--- config.mk ---
export PLATFORM = sky130hd
export DESIGN_NAME = wb_sdram_whitebox_mon_flat
export DESIGN_NICKNAME = d
export VERILOG_FILES = /design/src/rtl/wb_sdram_whitebox_mon_if.sv /design/src/rtl/wb_sdram_whitebox_mon.sv /design/src/flat_wrapper.sv
export SDC_FILE = /design/constraint.sdc
export NUM_CORES = 1
export LEC_CHECK = 0
export CAP_MARGIN = 20
export CELL_PAD_IN_SITES_DETAIL_PLACEMENT = 1
export CELL_PAD_IN_SITES_GLOBAL_PLACEMENT = 1
export CORE_UTILIZATION = 47
export DETAILED_ROUTE_END_ITERATION = 6
export DONT_BUFFER_PORTS = 1
export PLACE_DENSITY = 0.82
export SYNTH_ARGS = -nofsm -noshare
export SYNTH_HDL_FRONTEND = slang
export SYNTH_SLANG_ARGS = --single-unit
export TNS_END_PERCENT = 1
--- constraint.sdc ---
create_clock -name wb_clk_i -period 3.71 [get_ports wb_clk_i]
set_clock_uncertainty 0.05 [all_clocks]
set_input_delay 0.9275 -clock wb_clk_i [delete_from_list [all_inputs] [get_ports wb_clk_i]]
set_output_delay 0.9275 -clock wb_clk_i [all_outputs]
set_load 0.01 [all_outputs]
--- src/rtl/wb_sdram_whitebox_mon_if.sv ---
// Bus bundle observed by the whitebox monitor: the Wishbone slave-port
// signals and the decoded SDRAM command pins. The master modport is the
// side that drives the wires. The slave modport is the passive monitor
// view and has inputs only.
interface wb_sdram_whitebox_mon_if #(
  parameter int AW = 26,
  parameter int DW = 32
);
  localparam int SW = DW / 8;

  logic          wb_cyc_i;
  logic          wb_stb_i;
  logic          wb_we_i;
  logic          wb_ack_o;
  logic [AW-1:0] wb_addr_i;
  logic [SW-1:0] wb_sel_i;
  logic [2:0]    wb_cti_i;
  logic          sdram_en;
  logic          sdram_ras_n;
  logic          sdram_cas_n;
  logic          sdram_we_n;

  modport master (
    output wb_cyc_i, wb_stb_i, wb_we_i, wb_ack_o, wb_addr_i, wb_sel_i, wb_cti_i,
    output sdram_en, sdram_ras_n, sdram_cas_n, sdram_we_n
  );

  modport slave (
    input wb_cyc_i, wb_stb_i, wb_we_i, wb_ack_o, wb_addr_i, wb_sel_i, wb_cti_i,
    input sdram_en, sdram_ras_n, sdram_cas_n, sdram_we_n
  );
endinterface

--- src/rtl/wb_sdram_whitebox_mon.sv ---
// Passive whitebox monitor for the SDRAM controller's Wishbone port and
// SDRAM command pins. It counts beats, bursts and SDRAM commands, and it
// measures first-beat ack latency. It also raises sticky protocol-error
// flags. The monitor drives no bus signal.
module wb_sdram_whitebox_mon #(
  parameter int AW      = 26,
  parameter int DW      = 32,
  parameter int CNT_W   = 32,
  parameter int LAT_W   = 16,
  parameter int TIMEOUT = 256
) (
  input  logic                 wb_clk_i,
  input  logic                 wb_rst_i,
  input  logic                 clr_i,
  wb_sdram_whitebox_mon_if.slave bus,
  output logic [CNT_W-1:0]     rd_cnt,
  output logic [CNT_W-1:0]     wr_cnt,
  output logic [CNT_W-1:0]     burst_cnt,
  output logic [CNT_W-1:0]     act_cnt,
  output logic [CNT_W-1:0]     rd_cmd_cnt,
  output logic [CNT_W-1:0]     wr_cmd_cnt,
  output logic [CNT_W-1:0]     pre_cnt,
  output logic [CNT_W-1:0]     ref_cnt,
  output logic [LAT_W-1:0]     lat_last,
  output logic [LAT_W-1:0]     lat_max,
  output logic                 lat_valid,
  output logic [3:0]           err_flags,
  output logic [AW-1:0]        err_addr
);
  localparam int SW   = DW / 8;
  localparam int N_EV = 8;

  localparam logic [1:0] IDLE  = 2'd0;
  localparam logic [1:0] WAIT  = 2'd1;
  localparam logic [1:0] BURST = 2'd2;

  // The count at which a stalled first beat is declared timed out.
  localparam logic [LAT_W-1:0] TO_VAL = LAT_W'(TIMEOUT);

  logic             req;
  logic             beat;
  logic [2:0]       sd_cmd;
  logic [N_EV-1:0]  ev;
  logic [1:0]       state_reg;
  logic [LAT_W-1:0] lat_cnt_reg;
  logic [LAT_W-1:0] lat_inc;
  logic [LAT_W-1:0] lat_last_reg;
  logic [LAT_W-1:0] lat_max_reg;
  logic             lat_valid_reg;
  logic [AW-1:0]    addr_reg;
  logic             we_reg;
  logic [SW-1:0]    sel_reg;
  logic             chg;
  logic             timeout_hit;
  logic [3:0]       err_now;
  logic [3:0]       err_flags_reg;
  logic [AW-1:0]    err_addr_reg;

  assign req    = bus.wb_cyc_i & bus.wb_stb_i;
  assign beat   = req & bus.wb_ack_o;
  assign sd_cmd = {bus.sdram_ras_n, bus.sdram_cas_n, bus.sdram_we_n};

  // The latency count saturates instead of wrapping.
  assign lat_inc = (lat_cnt_reg == '1) ? lat_cnt_reg : lat_cnt_reg + LAT_W'(1);

  // The request changed underneath a stalled first beat.
  assign chg = (state_reg == WAIT) & req & ~bus.wb_ack_o &
               ((bus.wb_addr_i != addr_reg) | (bus.wb_we_i != we_reg) |
                (bus.wb_sel_i != sel_reg));

  // The stall would reach the limit this cycle, with no ack in sight.
  assign timeout_hit = (state_reg == WAIT) & req & ~bus.wb_ack_o & (lat_inc >= TO_VAL);

  assign err_now = {bus.wb_stb_i & ~bus.wb_cyc_i, chg, timeout_hit, bus.wb_ack_o & ~req};

  // Per-cycle event strobes. Index order matches the counter outputs below.
  always_comb begin
    ev    = '0;
    ev[0] = beat & ~bus.wb_we_i;
    ev[1] = beat & bus.wb_we_i;
    ev[2] = beat & (bus.wb_cti_i == 3'b111);
    if (bus.sdram_en) begin
      ev[3] = (sd_cmd == 3'b011);
      ev[4] = (sd_cmd == 3'b101);
      ev[5] = (sd_cmd == 3'b100);
      ev[6] = (sd_cmd == 3'b010);
      ev[7] = (sd_cmd == 3'b001);
    end
  end

  // One saturating event counter per strobe. Clear takes priority over a
  // coincident event.
  generate
    for (genvar gi = 0; gi < N_EV; gi++) begin : g_cnt
      logic [CNT_W-1:0] cnt_reg;
      // Count the event and hold at all-ones.
      always_ff @(posedge wb_clk_i) begin
        if (wb_rst_i || clr_i) begin
          cnt_reg <= '0;
        end else if (ev[gi] && (cnt_reg != '1)) begin
          cnt_reg <= cnt_reg + CNT_W'(1);
        end
      end
    end
  endgenerate

  assign rd_cnt     = g_cnt[0].cnt_reg;
  assign wr_cnt     = g_cnt[1].cnt_reg;
  assign burst_cnt  = g_cnt[2].cnt_reg;
  assign act_cnt    = g_cnt[3].cnt_reg;
  assign rd_cmd_cnt = g_cnt[4].cnt_reg;
  assign wr_cmd_cnt = g_cnt[5].cnt_reg;
  assign pre_cnt    = g_cnt[6].cnt_reg;
  assign ref_cnt    = g_cnt[7].cnt_reg;

  // This FSM measures first-beat latency. It tracks the first beat, then
  // the rest of an incrementing burst, where no latency is measured.
  always_ff @(posedge wb_clk_i) begin
    lat_valid_reg <= 1'b0;
    if (wb_rst_i || clr_i) begin
      state_reg    <= IDLE;
      lat_cnt_reg  <= '0;
      lat_last_reg <= '0;
      lat_max_reg  <= '0;
      addr_reg     <= '0;
      we_reg       <= 1'b0;
      sel_reg      <= '0;
    end else begin
      case (state_reg)
        IDLE: begin
          if (req) begin
            if (bus.wb_ack_o) begin
              lat_last_reg  <= LAT_W'(1);
              lat_valid_reg <= 1'b1;
              if (lat_max_reg == '0) lat_max_reg <= LAT_W'(1);
            end else begin
              state_reg   <= WAIT;
              lat_cnt_reg <= LAT_W'(1);
              addr_reg    <= bus.wb_addr_i;
              we_reg      <= bus.wb_we_i;
              sel_reg     <= bus.wb_sel_i;
            end
          end
        end
        WAIT: begin
          if (!req) begin
            state_reg <= IDLE;
          end else if (bus.wb_ack_o) begin
            lat_last_reg  <= lat_inc;
            lat_valid_reg <= 1'b1;
            if (lat_inc > lat_max_reg) lat_max_reg <= lat_inc;
            state_reg <= (bus.wb_cti_i == 3'b010) ? BURST : IDLE;
          end else if (timeout_hit) begin
            state_reg <= IDLE;
          end else begin
            lat_cnt_reg <= lat_inc;
          end
        end
        BURST: begin
          if (!bus.wb_cyc_i || (beat && (bus.wb_cti_i == 3'b111))) state_reg <= IDLE;
        end
        default: state_reg <= IDLE;
      endcase
    end
  end

  // Sticky error flags. The address is captured only on the first error.
  always_ff @(posedge wb_clk_i) begin
    if (wb_rst_i || clr_i) begin
      err_flags_reg <= '0;
      err_addr_reg  <= '0;
    end else begin
      err_flags_reg <= err_flags_reg | err_now;
      if ((err_flags_reg == '0) && (err_now != '0)) err_addr_reg <= bus.wb_addr_i;
    end
  end

  assign lat_last  = lat_last_reg;
  assign lat_max   = lat_max_reg;
  assign lat_valid = lat_valid_reg;
  assign err_flags = err_flags_reg;
  assign err_addr  = err_addr_reg;
endmodule

--- src/flat_wrapper.sv ---
// flat-port wrapper written by rule: the top's interface ports become plain ports
module wb_sdram_whitebox_mon_flat 
#(
  parameter int AW      = 26,
  parameter int DW      = 32,
  parameter int CNT_W   = 32,
  parameter int LAT_W   = 16,
  parameter int TIMEOUT = 256
)
  (wb_clk_i, wb_rst_i, clr_i, rd_cnt, wr_cnt, burst_cnt, act_cnt, rd_cmd_cnt, wr_cmd_cnt, pre_cnt, ref_cnt, lat_last, lat_max, lat_valid, err_flags, err_addr, bus_wb_cyc_i, bus_wb_stb_i, bus_wb_we_i, bus_wb_ack_o, bus_wb_addr_i, bus_wb_sel_i, bus_wb_cti_i, bus_sdram_en, bus_sdram_ras_n, bus_sdram_cas_n, bus_sdram_we_n);
  wb_sdram_whitebox_mon_if #(.AW(AW), .DW(DW)) bus_i ();
  input  logic wb_clk_i;
  input  logic wb_rst_i;
  input  logic clr_i;
  output logic [CNT_W-1:0] rd_cnt;
  output logic [CNT_W-1:0] wr_cnt;
  output logic [CNT_W-1:0] burst_cnt;
  output logic [CNT_W-1:0] act_cnt;
  output logic [CNT_W-1:0] rd_cmd_cnt;
  output logic [CNT_W-1:0] wr_cmd_cnt;
  output logic [CNT_W-1:0] pre_cnt;
  output logic [CNT_W-1:0] ref_cnt;
  output logic [LAT_W-1:0] lat_last;
  output logic [LAT_W-1:0] lat_max;
  output logic lat_valid;
  output logic [3:0] err_flags;
  output logic [AW-1:0] err_addr;
  input wire logic [$bits(bus_i.wb_cyc_i)-1:0] bus_wb_cyc_i;
  input wire logic [$bits(bus_i.wb_stb_i)-1:0] bus_wb_stb_i;
  input wire logic [$bits(bus_i.wb_we_i)-1:0] bus_wb_we_i;
  input wire logic [$bits(bus_i.wb_ack_o)-1:0] bus_wb_ack_o;
  input wire logic [$bits(bus_i.wb_addr_i)-1:0] bus_wb_addr_i;
  input wire logic [$bits(bus_i.wb_sel_i)-1:0] bus_wb_sel_i;
  input wire logic [$bits(bus_i.wb_cti_i)-1:0] bus_wb_cti_i;
  input wire logic [$bits(bus_i.sdram_en)-1:0] bus_sdram_en;
  input wire logic [$bits(bus_i.sdram_ras_n)-1:0] bus_sdram_ras_n;
  input wire logic [$bits(bus_i.sdram_cas_n)-1:0] bus_sdram_cas_n;
  input wire logic [$bits(bus_i.sdram_we_n)-1:0] bus_sdram_we_n;
  assign bus_i.wb_cyc_i = bus_wb_cyc_i;
  assign bus_i.wb_stb_i = bus_wb_stb_i;
  assign bus_i.wb_we_i = bus_wb_we_i;
  assign bus_i.wb_ack_o = bus_wb_ack_o;
  assign bus_i.wb_addr_i = bus_wb_addr_i;
  assign bus_i.wb_sel_i = bus_wb_sel_i;
  assign bus_i.wb_cti_i = bus_wb_cti_i;
  assign bus_i.sdram_en = bus_sdram_en;
  assign bus_i.sdram_ras_n = bus_sdram_ras_n;
  assign bus_i.sdram_cas_n = bus_sdram_cas_n;
  assign bus_i.sdram_we_n = bus_sdram_we_n;
  wb_sdram_whitebox_mon #(.AW(AW), .DW(DW), .CNT_W(CNT_W), .LAT_W(LAT_W), .TIMEOUT(TIMEOUT)) u_core (.wb_clk_i(wb_clk_i), .wb_rst_i(wb_rst_i), .clr_i(clr_i), .bus(bus_i), .rd_cnt(rd_cnt), .wr_cnt(wr_cnt), .burst_cnt(burst_cnt), .act_cnt(act_cnt), .rd_cmd_cnt(rd_cmd_cnt), .wr_cmd_cnt(wr_cmd_cnt), .pre_cnt(pre_cnt), .ref_cnt(ref_cnt), .lat_last(lat_last), .lat_max(lat_max), .lat_valid(lat_valid), .err_flags(err_flags), .err_addr(err_addr));
endmodule
-- After elaboration in Yosys (flattened, before gate mapping)
Index checks and enable logic that the tools add are counted.
- flip-flop bits (word level): 368
- bits of input ports: 44
- logic and storage cells: 134
- $add $sub $neg: 9
- magnitude comparators: 2
- eq/ne operators: 32
- mux-type cells: 29
- bitwise operators: 19
- reduce and logical (&&, ||, !) cells: 25
- operators by type and width (operator ; number):
    32-bit by 1-bit adder with 32-bit output (second input constant) ; 8
    16-bit 2-to-1 mux ; 16
    32-bit != test (second input constant) ; 8
    16-bit case mux with 2 select lines ; 3
    26-bit != test ; 1
    16-bit by 1-bit adder with 16-bit output (second input constant) ; 1
    16-bit equality test (second input constant) ; 1
    16-bit by 9-bit greater-or-equal comparator with 1-bit output (second input constant) ; 1
    16-bit greater-than comparator ; 1
    16-bit zero test ; 1
    2-bit 2-to-1 mux ; 7
    2-bit != test (second input constant) ; 6
    1-bit bitwise AND ; 11
    1-bit logical AND ; 10
    3-bit by 2-bit equality test with 1-bit output (second input constant) ; 3
    3-bit equality test (second input constant) ; 3
    2-bit by 1-bit != test with 1-bit output (second input constant) ; 4
    7-bit AND reduction ; 1
    2-bit case mux with 3 select lines ; 1
    6-bit AND reduction ; 1
    5-bit 2-to-1 mux ; 1
    1-bit inverter ; 5
    5-bit AND reduction ; 1
    4-bit zero test ; 1
    other kinds (18) ; 20

-- Longest topological paths before layout
- word-level depth: 8
- gate-level depth with buffers: 16
- mapped depth without buffers: 14

-- Worst setup path after synthesis
Ideal clock, no wire load.
- path kind: reg-to-reg
- start point: reg u_core.lat_cnt_reg[0]
- end point: reg u_core.lat_max_reg[10] (netlist: u_core.lat_max[10])
- setup time: 0.072 ns
- arrival time: 3.164 ns
- data required time: 3.588 ns
- setup slack: 0.424 ns
- stages on the path, launching flop included: 16
- clock period less this slack: 3.286 ns
- cells stage by stage: dfxtp_1 -> ha_1 -> and3_1 -> buf_2 -> and3_1 -> nand2_1 -> mux2_2 -> ha_1 -> and3b_1 -> o21ai_0 -> a21oi_1 -> o21ai_0 -> a211oi_1 -> o311a_1 -> clkbuf_1 -> mux2i_1
- cells in the longest elaborated chain, start to end: 6
- RTL lines (what ; RTL line ; RTL):
    from (decl) ; wb_sdram_whitebox_mon.sv:45 ; logic [LAT_W-1:0] lat_cnt_reg;
    from (signal assigned) ; wb_sdram_whitebox_mon.sv:156 ; lat_cnt_reg <= lat_inc;
    16-bit by 1-bit adder with 16-bit output / 16-bit equality test (equally long branches) ; wb_sdram_whitebox_mon.sv:64 ; assign lat_inc = (lat_cnt_reg == '1) ? lat_cnt_reg : lat_cnt_reg + LAT_W'(1);
    16-bit 2-to-1 mux * ; wb_sdram_whitebox_mon.sv:64 ;
    parallel branches: the longest is 4 deep, another holds 16-bit greater-than comparator ; - ;
    to (signal assigned) ; wb_sdram_whitebox_mon.sv:151 ; if (lat_inc > lat_max_reg) lat_max_reg <= lat_inc;
    to (decl) ; wb_sdram_whitebox_mon.sv:48 ; logic [LAT_W-1:0] lat_max_reg;
Every way passes the cells marked *. The select of a mux whose other input is x is not followed.
A chain may end at the register's enable or synchronous reset.

-- Final worst setup path
- start point: reg u_core.lat_cnt_reg[0]
- end point: reg u_core.lat_cnt_reg[10]
- cells in the longest elaborated chain, start to end: 6
- RTL lines (what ; RTL line):
    16-bit by 1-bit adder with 16-bit output / 16-bit equality test (equally long branches) ; wb_sdram_whitebox_mon.sv:64
    16-bit 2-to-1 mux * ; wb_sdram_whitebox_mon.sv:64
    16-bit by 9-bit greater-or-equal comparator with 1-bit output / 16-bit 2-to-1 mux (equally long branches) ; wb_sdram_whitebox_mon.sv:72, wb_sdram_whitebox_mon.sv:153
    1-bit bitwise AND / 16-bit 2-to-1 mux (equally long branches) ; wb_sdram_whitebox_mon.sv:72, wb_sdram_whitebox_mon.sv:148
    2-bit != test (no line) / 16-bit 2-to-1 mux (equally long branches) ; -
    6-bit AND reduction (no line) / 16-bit case mux with 2 select lines (equally long branches) ; -
Every way passes the cells marked *; elsewhere a longest branch is shown, timed or not. The select of a mux whose other input is x is not followed.

==> out/metrics.yaml <==
status: "complete, but fails checks"
violations: "design-rule violations"
tns_ns: 0
syn-num-nets: 2122
vias: 14545
path_class: "flip-flop to flip-flop"
drc_errors: 40
worst_slack_ns: 0.239
diodes: 0
cts.clk_slew.worst_paths_ns: 0.06
finalCriticalPeriod_ns: 3.47
die_x_um: 192
synth_area_um2: 17100
drtIter0Drc: 574
preCtsSetupSlack_ns: 0.159
grt_max_degree: 67
holdPathEnd: "u_core.addr_reg[9]$_SDFFE_PP0P_"
endpoint_kind: "flip-flop"
ys_seq_area_frac: 0.432
post_drt_wl_per_cell_um: 19.5
core_area_um2: 35700
synth-seq-cells: 368
setup_viol: 0
r2r-end: "u_core.lat_cnt_reg[10]$_SDFFE_PP0P_"
place.gp.congestion: 0.867
yosysWarnings: 0
postCtsSetupRepairBufs: 0
worstHoldPathCells: 2
die-area_um2: 37100
crit_required_ns: 4.10
syn_inst: 2054
slew_headroom: 0.387
ant_nets: 0
reg2reg_depth: 9
rr_startpoint: "u_core.lat_cnt_reg[0]$_SDFFE_PP0P_"
worst_setup_path_start_kind: "flip-flop"
port_buffers: 0
cts_max_path_buffers: 3
leakagePower_uw: 0.00625
htreeDepth: 2
drv_slew: 0
rsz0062_at_grt: "no"
firstDrtPassIters: 7
syn_to_final_growth_pct: 11.5
numCtsBuffers: 41
cts_hold_buf: 0
insertion_delay_ns: 0.56
vias_per_cell: 5.76
drive_gt1_frac: 0.0533
synth-edff-count: 0
num_rows: 69
maxCapViolCount: 0
period_share: 0.936
worstHoldStart: "u_core.addr_reg[9]$_SDFFE_PP0P_"
post_cts_resized: 0
post-dp-hpwl_um: 35300
die_y_um: 192
final_nets: 2101
fmax_mhz: 288
start_util: 0.478
cp.arrival_ns: 3.86
yosysUniqueCellTypes: 62
clock_sinks: 368
power_density_nw_per_um2: 448
reg2reg_slack_ns: 0.24
vdd_drop_max_mv: 0.287
cts_tree: "built"
grt_pass1_vias: 14883
crit_fanout: 17
antenna_found_initial: 0
grt_usage: 0.258
cts_root_buf: "clkbuf_16"
grt_pass1_wl_um: 77500
hp-class: "flip-flop to flip-flop"
synthArstFlopShare: 0
ios: 363
fillCellCount: 4225
drt-total-wl_um: 49300
avgSynthCellArea_um2: 8.30
overflow: 0
final-hold-violation-count: 0
worst_slew_pin_slew_ns: 0.915
ys.flop_type: "dfxtp_1"
## layout by cell type (no fill, tap or decap), types with 4 or more instances in the layout
cell type and instances:
buf_12 4, mux2i_1 56, clkbuf_16 43, and3_1 54
inv_1 58, and4b_1 4, or3_1 40, a21oi_1 96
xor2_1 121, clkbuf_1 11, clkinv_2 4, nand4b_1 4
or4_1 8, dfxtp_1 368, buf_4 21, nand2_1 297
and4_1 36, nor2_1 263, nand4_1 82, nor4_1 27
a211oi_1 5, bufinv_16 5, xnor2_1 133, clkbuf_8 8
and2_1 22, nand2b_1 4, nor3b_1 4, o211ai_1 5
ha_1 24, nor3_1 54, nand3_1 100, o21ai_0 42
## how the worst max path moves through the flow
stage                                       startpoint                             endpoint  slack (ns)  cells past startpoint
finish              u_core.lat_cnt_reg[0]$_SDFFE_PP0P_  u_core.lat_cnt_reg[10]$_SDFFE_PP0P_        0.24                      9
global placement    u_core.lat_cnt_reg[0]$_SDFFE_PP0P_      u_core.lat_max[14]$_SDFFE_PP0P_        0.33                     13
CTS                 u_core.lat_cnt_reg[0]$_SDFFE_PP0P_  u_core.lat_cnt_reg[10]$_SDFFE_PP0P_        0.14                      9
global route        u_core.lat_cnt_reg[0]$_SDFFE_PP0P_   u_core.lat_cnt_reg[9]$_SDFFE_PP0P_        0.07                      9
floorplan           u_core.lat_cnt_reg[0]$_SDFFE_PP0P_      u_core.lat_max[10]$_SDFFE_PP0P_        0.42                     15
detailed placement  u_core.lat_cnt_reg[0]$_SDFFE_PP0P_  u_core.lat_cnt_reg[10]$_SDFFE_PP0P_        0.16                      9
## metal layers
metal	vias up	part of all wire	track usage
li1	7000	-	-
met1	7070	0.39	0.286
met2	366	0.49	0.449
met3	109	0.085	0.0880
met4	0	0.037	0.109
met5	-	0	0
## critical path, stage by stage, from the launching register on
cell and delay [ns]:
dfxtp_1 0.40, ha_1 0.25, and3_1 0.19, buf_4 0.15, nand4_1 0.14, mux2i_1 0.45, o221ai_1 0.25, or4_1 0.50
a2111o_2 0.70, and3_1 0.27
## Yosys cell counts (3+ instances only)
library cell	instances	area [um^2]
dfxtp_1	368	7370
nand2_1	297	1110
nor2_1	264	991
xnor2_1	133	1160
xor2_1	121	1060
nand3_1	100	500
a21oi_1	97	485
nand4_1	82	513
clkbuf_1	80	300
inv_1	58	218
mux2i_1	56	561
and3_1	54	338
nor3_1	54	270
o21ai_0	42	210
or3_1	40	250
and4_1	36	315
nor4_1	28	175
ha_1	24	300
and2_1	22	138
buf_2	9	45.0
or4_1	8	60.1
a211oi_1	5	37.5
o211ai_1	5	37.5
and4b_1	4	40.0
nand2b_1	4	25.0
nand4b_1	4	35.0
nor3b_1	4	30.0
or2_2	4	25.0
a21boi_1	3	22.5
mux2_2	3	33.8
nor2b_1	3	18.8
nor4b_1	3	26.3
o2111ai_1	3	26.3
o21a_1	3	22.5
## final cells by class
type                            count  area, um^2  area share
Multi-Input combinational cell   1537        9150       0.481
Inverter                           58         218      0.0115
Clock inverter                     13         201      0.0106
Tap cell                          461         577      0.0303
Sequential cell                   368        7370       0.388
Timing Repair Buffer               27         270      0.0142
Clock buffer                       62        1230      0.0646
## power by group
part / switching (uW) / leakage, uW / internal [uW]
Sequential: 20.6 / 0.00297 / 3970
Clock: 1670 / 0.000692 / 2630
Combinational: 147 / 0.00260 / 74.6
Total: 1840 / 0.00625 / 6680
## cells by family (layout without fill, tap and decap cells)
family                   after synthesis  in the layout  synth area share
AND/OR/NAND/NOR                     1022           1022             0.291
flip-flops                           368            368             0.432
AO/OA/AOI/OAI                        177            177            0.0591
adder cells (fa/ha/maj)               25             25            0.0182
buffers and inverters                149            160            0.0339
multiplexers                          59             59            0.0348
XOR/XNOR                             254            254             0.130
## stage by stage
stage / util / power (uW) / hold slack, ns / std cells / instance area (um^2)
3_5_place_dp: 0.491 / 4290 / 0.411 / 2448 / 17500
5_1_grt: 0.533 / 8780 / 0.438 / 2526 / 19000
4_1_cts: 0.532 / 8600 / 0.421 / 2523 / 19000
2_1_floorplan: - / 4230 / 0.399 / 2054 / 17100
6_report: 0.533 / 8520 / 0.418 / 2526 / 19000
3_3_place_gp: 0.491 / 4280 / 0.404 / 2448 / 17500
(Power assumes the default switching activity.)
